==> src/rtl/ls377_xfer_pkg.sv <==
// ls377_xfer_pkg
//   Shared types and width helpers for the LS377 transfer sequencer.
//   Contents:
//     xfer_state_e - sequencer states (IDLE, SETUP, LOAD, DONE)
//     calc_dw()    - destination index width for NREG registers
//     calc_sw()    - source code width (NREG registers plus the external DIN code)
//     calc_gw()    - requester index width for NREQ requesters
package ls377_xfer_pkg;

   typedef enum logic [1:0] {
      IDLE  = 2'd0,
      SETUP = 2'd1,
      LOAD  = 2'd2,
      DONE  = 2'd3
   } xfer_state_e;

   function automatic int calc_dw(input int nreg);
      return $clog2(nreg);
   endfunction

   // One extra code point above the registers selects external DIN.
   function automatic int calc_sw(input int nreg);
      return $clog2(nreg + 1);
   endfunction

   function automatic int calc_gw(input int nreq);
      return (nreq > 1) ? $clog2(nreq) : 1;
   endfunction

endpackage

==> src/rtl/ls377_xfer_arb.sv <==
// ls377_xfer_arb
//   Combinational requester arbiter for the LS377 transfer sequencer.
//   Build option: LS377_XFER_RR_EN
//     defined   - round-robin; the search starts at ptr and wraps modulo NREQ
//     undefined - fixed priority, lowest index wins (no ptr port)
//   Ports:
//     req       in  NREQ  request vector
//     ptr       in  GW    round-robin start index (LS377_XFER_RR_EN only)
//     grant_oh  out NREQ  one-hot grant
//     grant_idx out GW    encoded grant index (0 when nothing requested)
//     grant_vld out 1     any request present
module ls377_xfer_arb
   import ls377_xfer_pkg::*;
#(
   parameter  int NREQ = 4,
   localparam int GW   = calc_gw(NREQ)
) (
   input  logic [NREQ-1:0] req,
`ifdef LS377_XFER_RR_EN
   input  logic [GW-1:0]   ptr,
`endif
   output logic [NREQ-1:0] grant_oh,
   output logic [GW-1:0]   grant_idx,
   output logic            grant_vld
);

   logic [GW-1:0] idx;

   // The loop walks from the lowest-priority candidate to the highest, so
   // the last hit overwrites earlier ones and the highest priority wins.
   always_comb begin
      grant_oh  = '0;
      grant_idx = '0;
      grant_vld = 1'b0;
      idx       = '0;
      for (int k = NREQ - 1; k >= 0; k--) begin
`ifdef LS377_XFER_RR_EN
         idx = GW'((int'(ptr) + k) % NREQ);
`else
         idx = GW'(k);
`endif
         if (req[idx]) begin
            grant_oh  = '0;
            grant_oh[idx] = 1'b1;
            grant_idx = idx;
            grant_vld = 1'b1;
         end
      end
   end

endmodule

==> src/rtl/ls377_xfer_ctrl.sv <==
// ls377_xfer_ctrl
//   Transfer sequencer for a bank of LS377 octal registers sharing one 8-bit
//   bus. One transfer = IDLE (arbitrate) -> SETUP (bus settles) -> LOAD (one
//   LOAD_N bit low) -> DONE (ACK pulse). All outputs are registered.
//   Build option: LS377_XFER_RR_EN selects round-robin arbitration; without it
//   the lowest requester index always wins and no pointer exists.
//   Handshake: a requester raises req[i] with its src/dst and holds all three
//   until ack[i] pulses; src/dst are captured only at the grant edge, and a
//   req still high in the IDLE cycle after ack counts as a new request.
//   Ports:
//     clk       in  1          system clock, rising edge
//     rst_n     in  1          asynchronous active-low reset
//     req       in  NREQ       per-requester request level
//     req_src   in  NREQ*SW    per-requester source code (>= NREG = DIN)
//     req_dst   in  NREQ*DW    per-requester destination register
//     ack       out NREQ       one-cycle completion pulse
//     bus_sel   out SW         bus source select
//     load_n    out NREG       LS377 enables, active-low, at most one low
//     busy      out 1          high whenever not IDLE
//     dbg_state out 2          current sequencer state
module ls377_xfer_ctrl
   import ls377_xfer_pkg::*;
#(
   parameter  int NREG = 4,
   parameter  int NREQ = 4,
   localparam int DW   = calc_dw(NREG),
   localparam int SW   = calc_sw(NREG),
   localparam int GW   = calc_gw(NREQ)
) (
   input  logic               clk,
   input  logic               rst_n,
   input  logic [NREQ-1:0]    req,
   input  logic [NREQ*SW-1:0] req_src,
   input  logic [NREQ*DW-1:0] req_dst,
   output logic [NREQ-1:0]    ack,
   output logic [SW-1:0]      bus_sel,
   output logic [NREG-1:0]    load_n,
   output logic               busy,
   output logic [1:0]         dbg_state
);

   xfer_state_e     state_q, state_nxt;
   logic [GW-1:0]   g_q, g_nxt;
   logic [SW-1:0]   src_q, src_nxt;
   logic [DW-1:0]   dst_q, dst_nxt;
   logic [SW-1:0]   bus_sel_nxt;
   logic [NREG-1:0] load_n_nxt;
   logic [NREQ-1:0] ack_nxt;
   logic            busy_nxt;

   logic [NREQ-1:0] grant_oh;
   logic [GW-1:0]   grant_idx;
   logic            grant_vld;
   logic [SW-1:0]   win_src;
   logic [DW-1:0]   win_dst;
   logic            self_copy;

`ifdef LS377_XFER_RR_EN
   logic [GW-1:0]   ptr_q;

   ls377_xfer_arb #(.NREQ(NREQ)) u_arb (
      .req       (req),
      .ptr       (ptr_q),
      .grant_oh  (grant_oh),
      .grant_idx (grant_idx),
      .grant_vld (grant_vld)
   );

   // Pointer moves to the slot after the winner on every grant.
   always_ff @(posedge clk or negedge rst_n) begin
      if (!rst_n) begin
         ptr_q <= '0;
      end else if (state_q == IDLE && grant_vld) begin
         ptr_q <= (grant_idx == GW'(NREQ - 1)) ? '0 : grant_idx + 1'b1;
      end
   end
`else
   ls377_xfer_arb #(.NREQ(NREQ)) u_arb (
      .req       (req),
      .grant_oh  (grant_oh),
      .grant_idx (grant_idx),
      .grant_vld (grant_vld)
   );
`endif

   assign win_src = req_src[grant_idx*SW +: SW];
   assign win_dst = req_dst[grant_idx*DW +: DW];

   // A register copied onto itself needs no capture edge.
   assign self_copy = (src_q < SW'(NREG)) && (src_q[DW-1:0] == dst_q);

   assign dbg_state = state_q;

   always_ff @(posedge clk or negedge rst_n) begin
      if (!rst_n) begin
         state_q <= IDLE;
      end else begin
         state_q <= state_nxt;
      end
   end

   // Next state plus the values every output register takes at the next edge;
   // outputs therefore reflect the state being entered.
   always_comb begin
      state_nxt   = state_q;
      g_nxt       = g_q;
      src_nxt     = src_q;
      dst_nxt     = dst_q;
      bus_sel_nxt = bus_sel;
      load_n_nxt  = '1;
      ack_nxt     = '0;
      unique case (state_q)
         IDLE: begin
            if (grant_vld) begin
               state_nxt   = SETUP;
               g_nxt       = grant_idx;
               src_nxt     = win_src;
               dst_nxt     = win_dst;
               bus_sel_nxt = win_src;
            end
         end
         SETUP: begin
            state_nxt = LOAD;
            if (!self_copy) begin
               load_n_nxt[dst_q] = 1'b0;
            end
         end
         LOAD: begin
            state_nxt    = DONE;
            ack_nxt[g_q] = 1'b1;
         end
         DONE: begin
            state_nxt = IDLE;
         end
         default: begin
            state_nxt = IDLE;
         end
      endcase
      busy_nxt = (state_nxt != IDLE);
   end

   always_ff @(posedge clk or negedge rst_n) begin
      if (!rst_n) begin
         g_q     <= '0;
         src_q   <= '0;
         dst_q   <= '0;
         bus_sel <= '0;
         load_n  <= '1;
         ack     <= '0;
         busy    <= 1'b0;
      end else begin
         g_q     <= g_nxt;
         src_q   <= src_nxt;
         dst_q   <= dst_nxt;
         bus_sel <= bus_sel_nxt;
         load_n  <= load_n_nxt;
         ack     <= ack_nxt;
         busy    <= busy_nxt;
      end
   end

endmodule

==> config.mk <==
export PLATFORM = sky130hd
export DESIGN_NAME = ls377_xfer_ctrl
export DESIGN_NICKNAME = d
export VERILOG_FILES = /design/src/rtl/ls377_xfer_pkg.sv /design/src/rtl/ls377_xfer_arb.sv /design/src/rtl/ls377_xfer_ctrl.sv
export SDC_FILE = /design/constraint.sdc
export NUM_CORES = 1
export LEC_CHECK = 0
export ABC_AREA = 1
export BUFFER_PORTS_ARGS = -buffer_cell sky130_fd_sc_hd__buf_2
export CAP_MARGIN = 40
export CORE_AREA = 2 2 64 42
export CTS_CLUSTER_DIAMETER = 40
export CTS_CLUSTER_SIZE = 16
export DETAILED_ROUTE_END_ITERATION = 10
export DIE_AREA = 0 0 66 44
export PLACE_DENSITY = 0.77
export SLEW_MARGIN = 20
export SYNTH_ARGS = -nofsm -noshare
export SYNTH_HDL_FRONTEND = slang
export SYNTH_HIERARCHICAL = 1
export SYNTH_SLANG_ARGS = --single-unit
==> constraint.sdc <==
create_clock -name clk -period 1.52 [get_ports clk]
set_input_delay 0.152 -clock clk [delete_from_list [all_inputs] [get_ports clk]]
set_output_delay 0.152 -clock clk [all_outputs]
set_load 0.005 [all_outputs]
* Word-level counts from Yosys, hierarchy flattened *
Cells that the tools add are included.

operators by class
  multiply operators = 1
  muxes and demuxes = 17
  order comparisons = 5
  eq/ne operators = 4
  bitwise logic cells = 1
  shifts and indexed selects = 2
  reduce and logical (&&, ||, !) cells = 6

operators with widths
  operator                                                                       count
  4-bit 2-to-1 mux                                                               3
  12-bit by 5-bit indexed part select with 3-bit output                          1
  2-bit 2-to-1 mux                                                               5
  2-bit one-hot mux with 4 select lines                                          1
  8-bit by 4-bit indexed part select with 2-bit output                           1
  2-bit by 3-bit less-than comparator with 1-bit output (second input constant)  2
  1-bit 2-to-1 mux                                                               6
  1-bit demux with 2-bit select                                                  2
  2-bit == test (second input constant)                                          2
  2-bit by 1-bit >= comparator with 1-bit output (second input constant)         2
  2-bit by 2-bit multiplier with 4-bit output (second input constant)            1
  4-bit inverter                                                                 1
  1-bit logical AND                                                              3
  3-bit less-than comparator (second input constant)                             1
  2-bit by 1-bit == test with 1-bit output (second input constant)               1
  2-bit == test                                                                  1
  2-bit zero test                                                                1
  2-bit AND reduction                                                            1
  2-bit nonzero test                                                             1

storage, ports and cells
  input port bits = 26
  output and inout port bits = 14
  logic and storage cells = 43
  bits in registers = 18

* Logic depth before layout (Yosys ltp) *
  depth in word-level cells = 7
  depth in mapped cells = 10
  mapped depth without buffers = 9

* By module *
The synthesis kept the hierarchy.

by module, submodules not included
  module           sequential area each (µm²)  cells an instance  area an instance (µm²)  times used
  ls377_xfer_ctrl  455.4                       131                965.9                   1
  ls377_xfer_arb   0.0                         15                 65.1                    1

* Worst setup path after synthesis *
OpenSTA, ideal clock, no wires.

  path kind = reg-to-reg
  start point = reg state_q[0] (netlist: dbg_state[0])
  end point = reg dst_q[0]
  library setup time = 0.117 ns
  path buffers = 0
  data arrival time = 1.048 ns
  cell stages (with the launch flop) = 7
  data required time = 1.403 ns
  setup slack = 0.356 ns
  period minus slack after synthesis = 1.164 ns
  cells stage by stage = dfrtp_1 inv_1 ha_1 nand2_1 inv_1 nand2_1 nand2_1

on the way
  cells in the longest elaborated chain, start to end = 2

ends and longest elaborated chain
  item                           line                    text
  start: declaration             ls377_xfer_ctrl.sv:42   xfer_state_e state_q, state_nxt;
  start signal: assignment       ls377_xfer_ctrl.sv:98   state_q <= state_nxt;
  2-bit zero test                ls377_xfer_ctrl.sv:112  unique case (state_q)
  2-bit AND reduction (no line)  n/a
  end signal: assignment         ls377_xfer_ctrl.sv:154  dst_q <= dst_nxt;
  end: declaration               ls377_xfer_ctrl.sv:45   logic [DW-1:0] dst_q, dst_nxt;

No other way between the ends.
A chain may end at the register's enable or synchronous reset.

* Worst setup path after layout *
  start point = reg state_q[0] (netlist: dbg_state[0])
  end point = reg src_q[1]

on the way
  cells in the longest elaborated chain, start to end = 2

ends and longest elaborated chain
  item                           line                    text
  2-bit zero test                ls377_xfer_ctrl.sv:112
  2-bit AND reduction (no line)  n/a
  end signal: assignment         ls377_xfer_ctrl.sv:153  src_q <= src_nxt;
  end: declaration               ls377_xfer_ctrl.sv:44   logic [SW-1:0] src_q, src_nxt;

No other way between the ends.

==> summary.md <==
The logs give 230 for the number of fillers in the final layout and 2350 sq um for the area of the placeable core. Counting along the longest clock path gives a buffer depth of 2. The first global-routing pass estimated 3410 microns of wire. From left edge to right edge, the die measures 66 microns.

The ratio of total power to cell area came out at 1460 nW/um^2. Buffers placed on the I/O ports in this run total 39. The critical path capture point type was a register.

The flow ran to the end, and the final reports show no timing, DRC or antenna violations. For this configuration, the core starts out at a cell density of 43.0%. In the final layout, the share of cells above drive strength 1 is 29.2%. The share of the clock period used by the worst path was 86.3%. Final period demand of the worst path: 1.31 ns. The logs give 0 ns for the sum of negative setup slack and 41.6% for the sequential fraction of design power. 0 antenna diodes ended up in the layout.

Before antenna repair, the detailed router went through 4 iterations. The tools report the overall overflow remaining after global route as 0. The tools report the startpoint of the tightest hold check path as req_src[2]. The tools report the endpoint required time on the critical path as 1.66 ns. 40 I/O pins were placed. The CTS clock-pin slew for the worst setup and hold paths works out to 0.06 ns.

For the worst-skew pair, the clock arrives at the later sink with an insertion delay of 0.25 ns. Per report_power, the combinational group accounts for 38.6% of the total. The leakage dissipation came out at 0.801 nW.

TritonCTS built the clock tree. In this run, CTS created clock tree buffers numbering 3. In this run the cell area measured after placement is 1240 sq um. Post-synthesis to final-layout area growth: 29.4%. Along the worst path, the maximum fanout reaches 10. The worst hold-check slack is 0.287 ns. Reg-to-reg critical path startpoint: dbg_state[0]. Internal power comes to 1.21 mW. First element of the critical path: dbg_state[0].

The worst path arrival time is 1.46 ns, and the number of sinks handled by clock tree synthesis is 18. The start-to-end type of the worst setup path is register to register. The number of global-route vias before repair is 866, and the routed wire length is 2030 microns. The tools report the number of DRC violations after detailed-routing iteration 0 as 29. H-tree depth: 1. The worst-case vdd ir drop is 0.499 mV. Excluding fillers, the count of instances in the completed layout stands at 217. The tools report the count of standard-cell rows as 14. Max-cap violations in this run came to 0. The total via count in the routed design is 955. The average vias per placed instance was 4.40; the pin count of the biggest net entering global routing was 19. The overall die area is 2900 sq um. The tightest min-delay check is of the input port to register type.

In this run switching power makes up 36.7% of total power. In the final routed layout, each cell accounts on average for 9.36 microns. For this run, the top clock speed supported by timing is 0.762 GHz. For the final database, setup skew stands at 0.00161 ns.

With fillers left out, the area of the finished cells amounts to 1310 sq um. The tools report the number of nets at the end of the flow as 216. The DRC violation count after routing is 0.

The tools report the count of endpoints failing hold in the final timing report as 0. For the pin with the worst max-slew slack, the measured transition is 0.372 ns. The tools report the instance count after placement with tap cells included as 212. After technology mapping, the gate count stands at 141.

Overall power consumption after layout is estimated at 1.91 mW. The die is 44 microns tall. In this run the tightest slew margin relative to its limit is 75.2%. The Yosys step of the flow raised 6 warnings. The cell sitting at the root of the clock tree is a clkbuf_8. The initial antenna violation count is 0.

The net switching power of the design came out at 702 uW. Post-synthesis cell area: 1010 sq um. The clock network is responsible for 19.8% of the overall power. For the detailed placement HPWL, the log shows 1670 microns.

Setup repair after global routing left no endpoint under its margin. For the count of final setup violators, the log shows 0. The total routing resource utilization after global routing is 15.7%, and the weighted congestion reported at the end of routability-driven placement is 0.797. Each instance of the synthesized netlist takes up on average 7.15 sq um.

The run gives 171 as the net count of the mapped netlist. The max-slew violation count was 0. The worst setup path is launched from a register.

The run gives 0 as the post-detailed-route count of antenna-violating nets.
layer usage:
layer | routed length [microns] | GRT usage [%] | vias up
met5 | 0 | 0 | -
met4 | 45 | 6.94 | 0
met3 | 144 | 3.90 | 6
met2 | 917 | 26.7 | 39
met1 | 925 | 19.1 | 407
li1 | - | - | 503
cell type report:
type / count / area (sq um) / share of cell area, %
Timing Repair Buffer: 42 / 220 / 16.9
Tap cell: 32 / 40.0 / 3.07
Clock buffer: 4 / 55.1 / 4.22
Inverter: 36 / 135 / 10.4
Sequential cell: 18 / 455 / 34.9
Multi-Input combinational cell: 85 / 399 / 30.6
timing repair:
| action | 4_1_cts | 5_1_grt |
|---|---|---|
| buffers inserted | 0 | 0 |
| hold buffers | 1 | 0 |
| hold endpoints to repair | 14 | 0 |
| gates resized for setup | 0 | 0 |
worst max-delay path, cell delays in order, from the launching register on:
cell     delay [ns]
dfrtp_1        0.38
inv_1          0.09
ha_1           0.20
nand2_1        0.22
inv_1          0.16
nand2_1        0.11
nand2_1        0.05
worst paths after layout:
path                       slack (ns)  depth (start not counted)         to
hold reg to reg                  0.50                          1     ack[2]
min in group asynchronous        0.35                          2   src_q[1]
max in group asynchronous        0.86                          2  load_n[0]
hold / removal                   0.29                          7   src_q[2]
setup / recovery                 0.21                          6   src_q[1]
setup reg to reg                 0.21                          6   src_q[1]
flip-flops by register name, indices dropped and copies added, names as in the netlist:
name / cells
load_n: 4
dbg_state: 2
dst_q: 2
busy: 1
g_q: 2
src_q: 3
ack: 4
power groups by stage:
stage	registers (mW)	clock network [mW]	logic, mW
floorplan	0.804	0	0.453
global placement	0.801	0	0.696
detailed placement	0.801	0	0.745
CTS	0.795	0.391	0.747
global route	0.820	0.411	0.862
finish	0.794	0.379	0.736
layout by cell type (no fill, tap or decap), drive strengths merged:
cell / n
nand2: 50
buf: 41
inv: 36
nand3: 17
dfrtp: 14
nor3: 4
ha: 4
clkbuf: 4
dfstp: 4
o21ai: 4
nor2: 3
or2: 2
a21oi: 1
dlygate4sd3: 1
through the flow:
stage               worst slack [ns]  util (%)
floorplan                      0.356         -
global placement               0.321      52.8
detailed placement             0.231      52.8
CTS                            0.211      55.6
global route                  0.0671      55.6
finish                         0.208      55.6
Power figures use the tool's default switching activity.
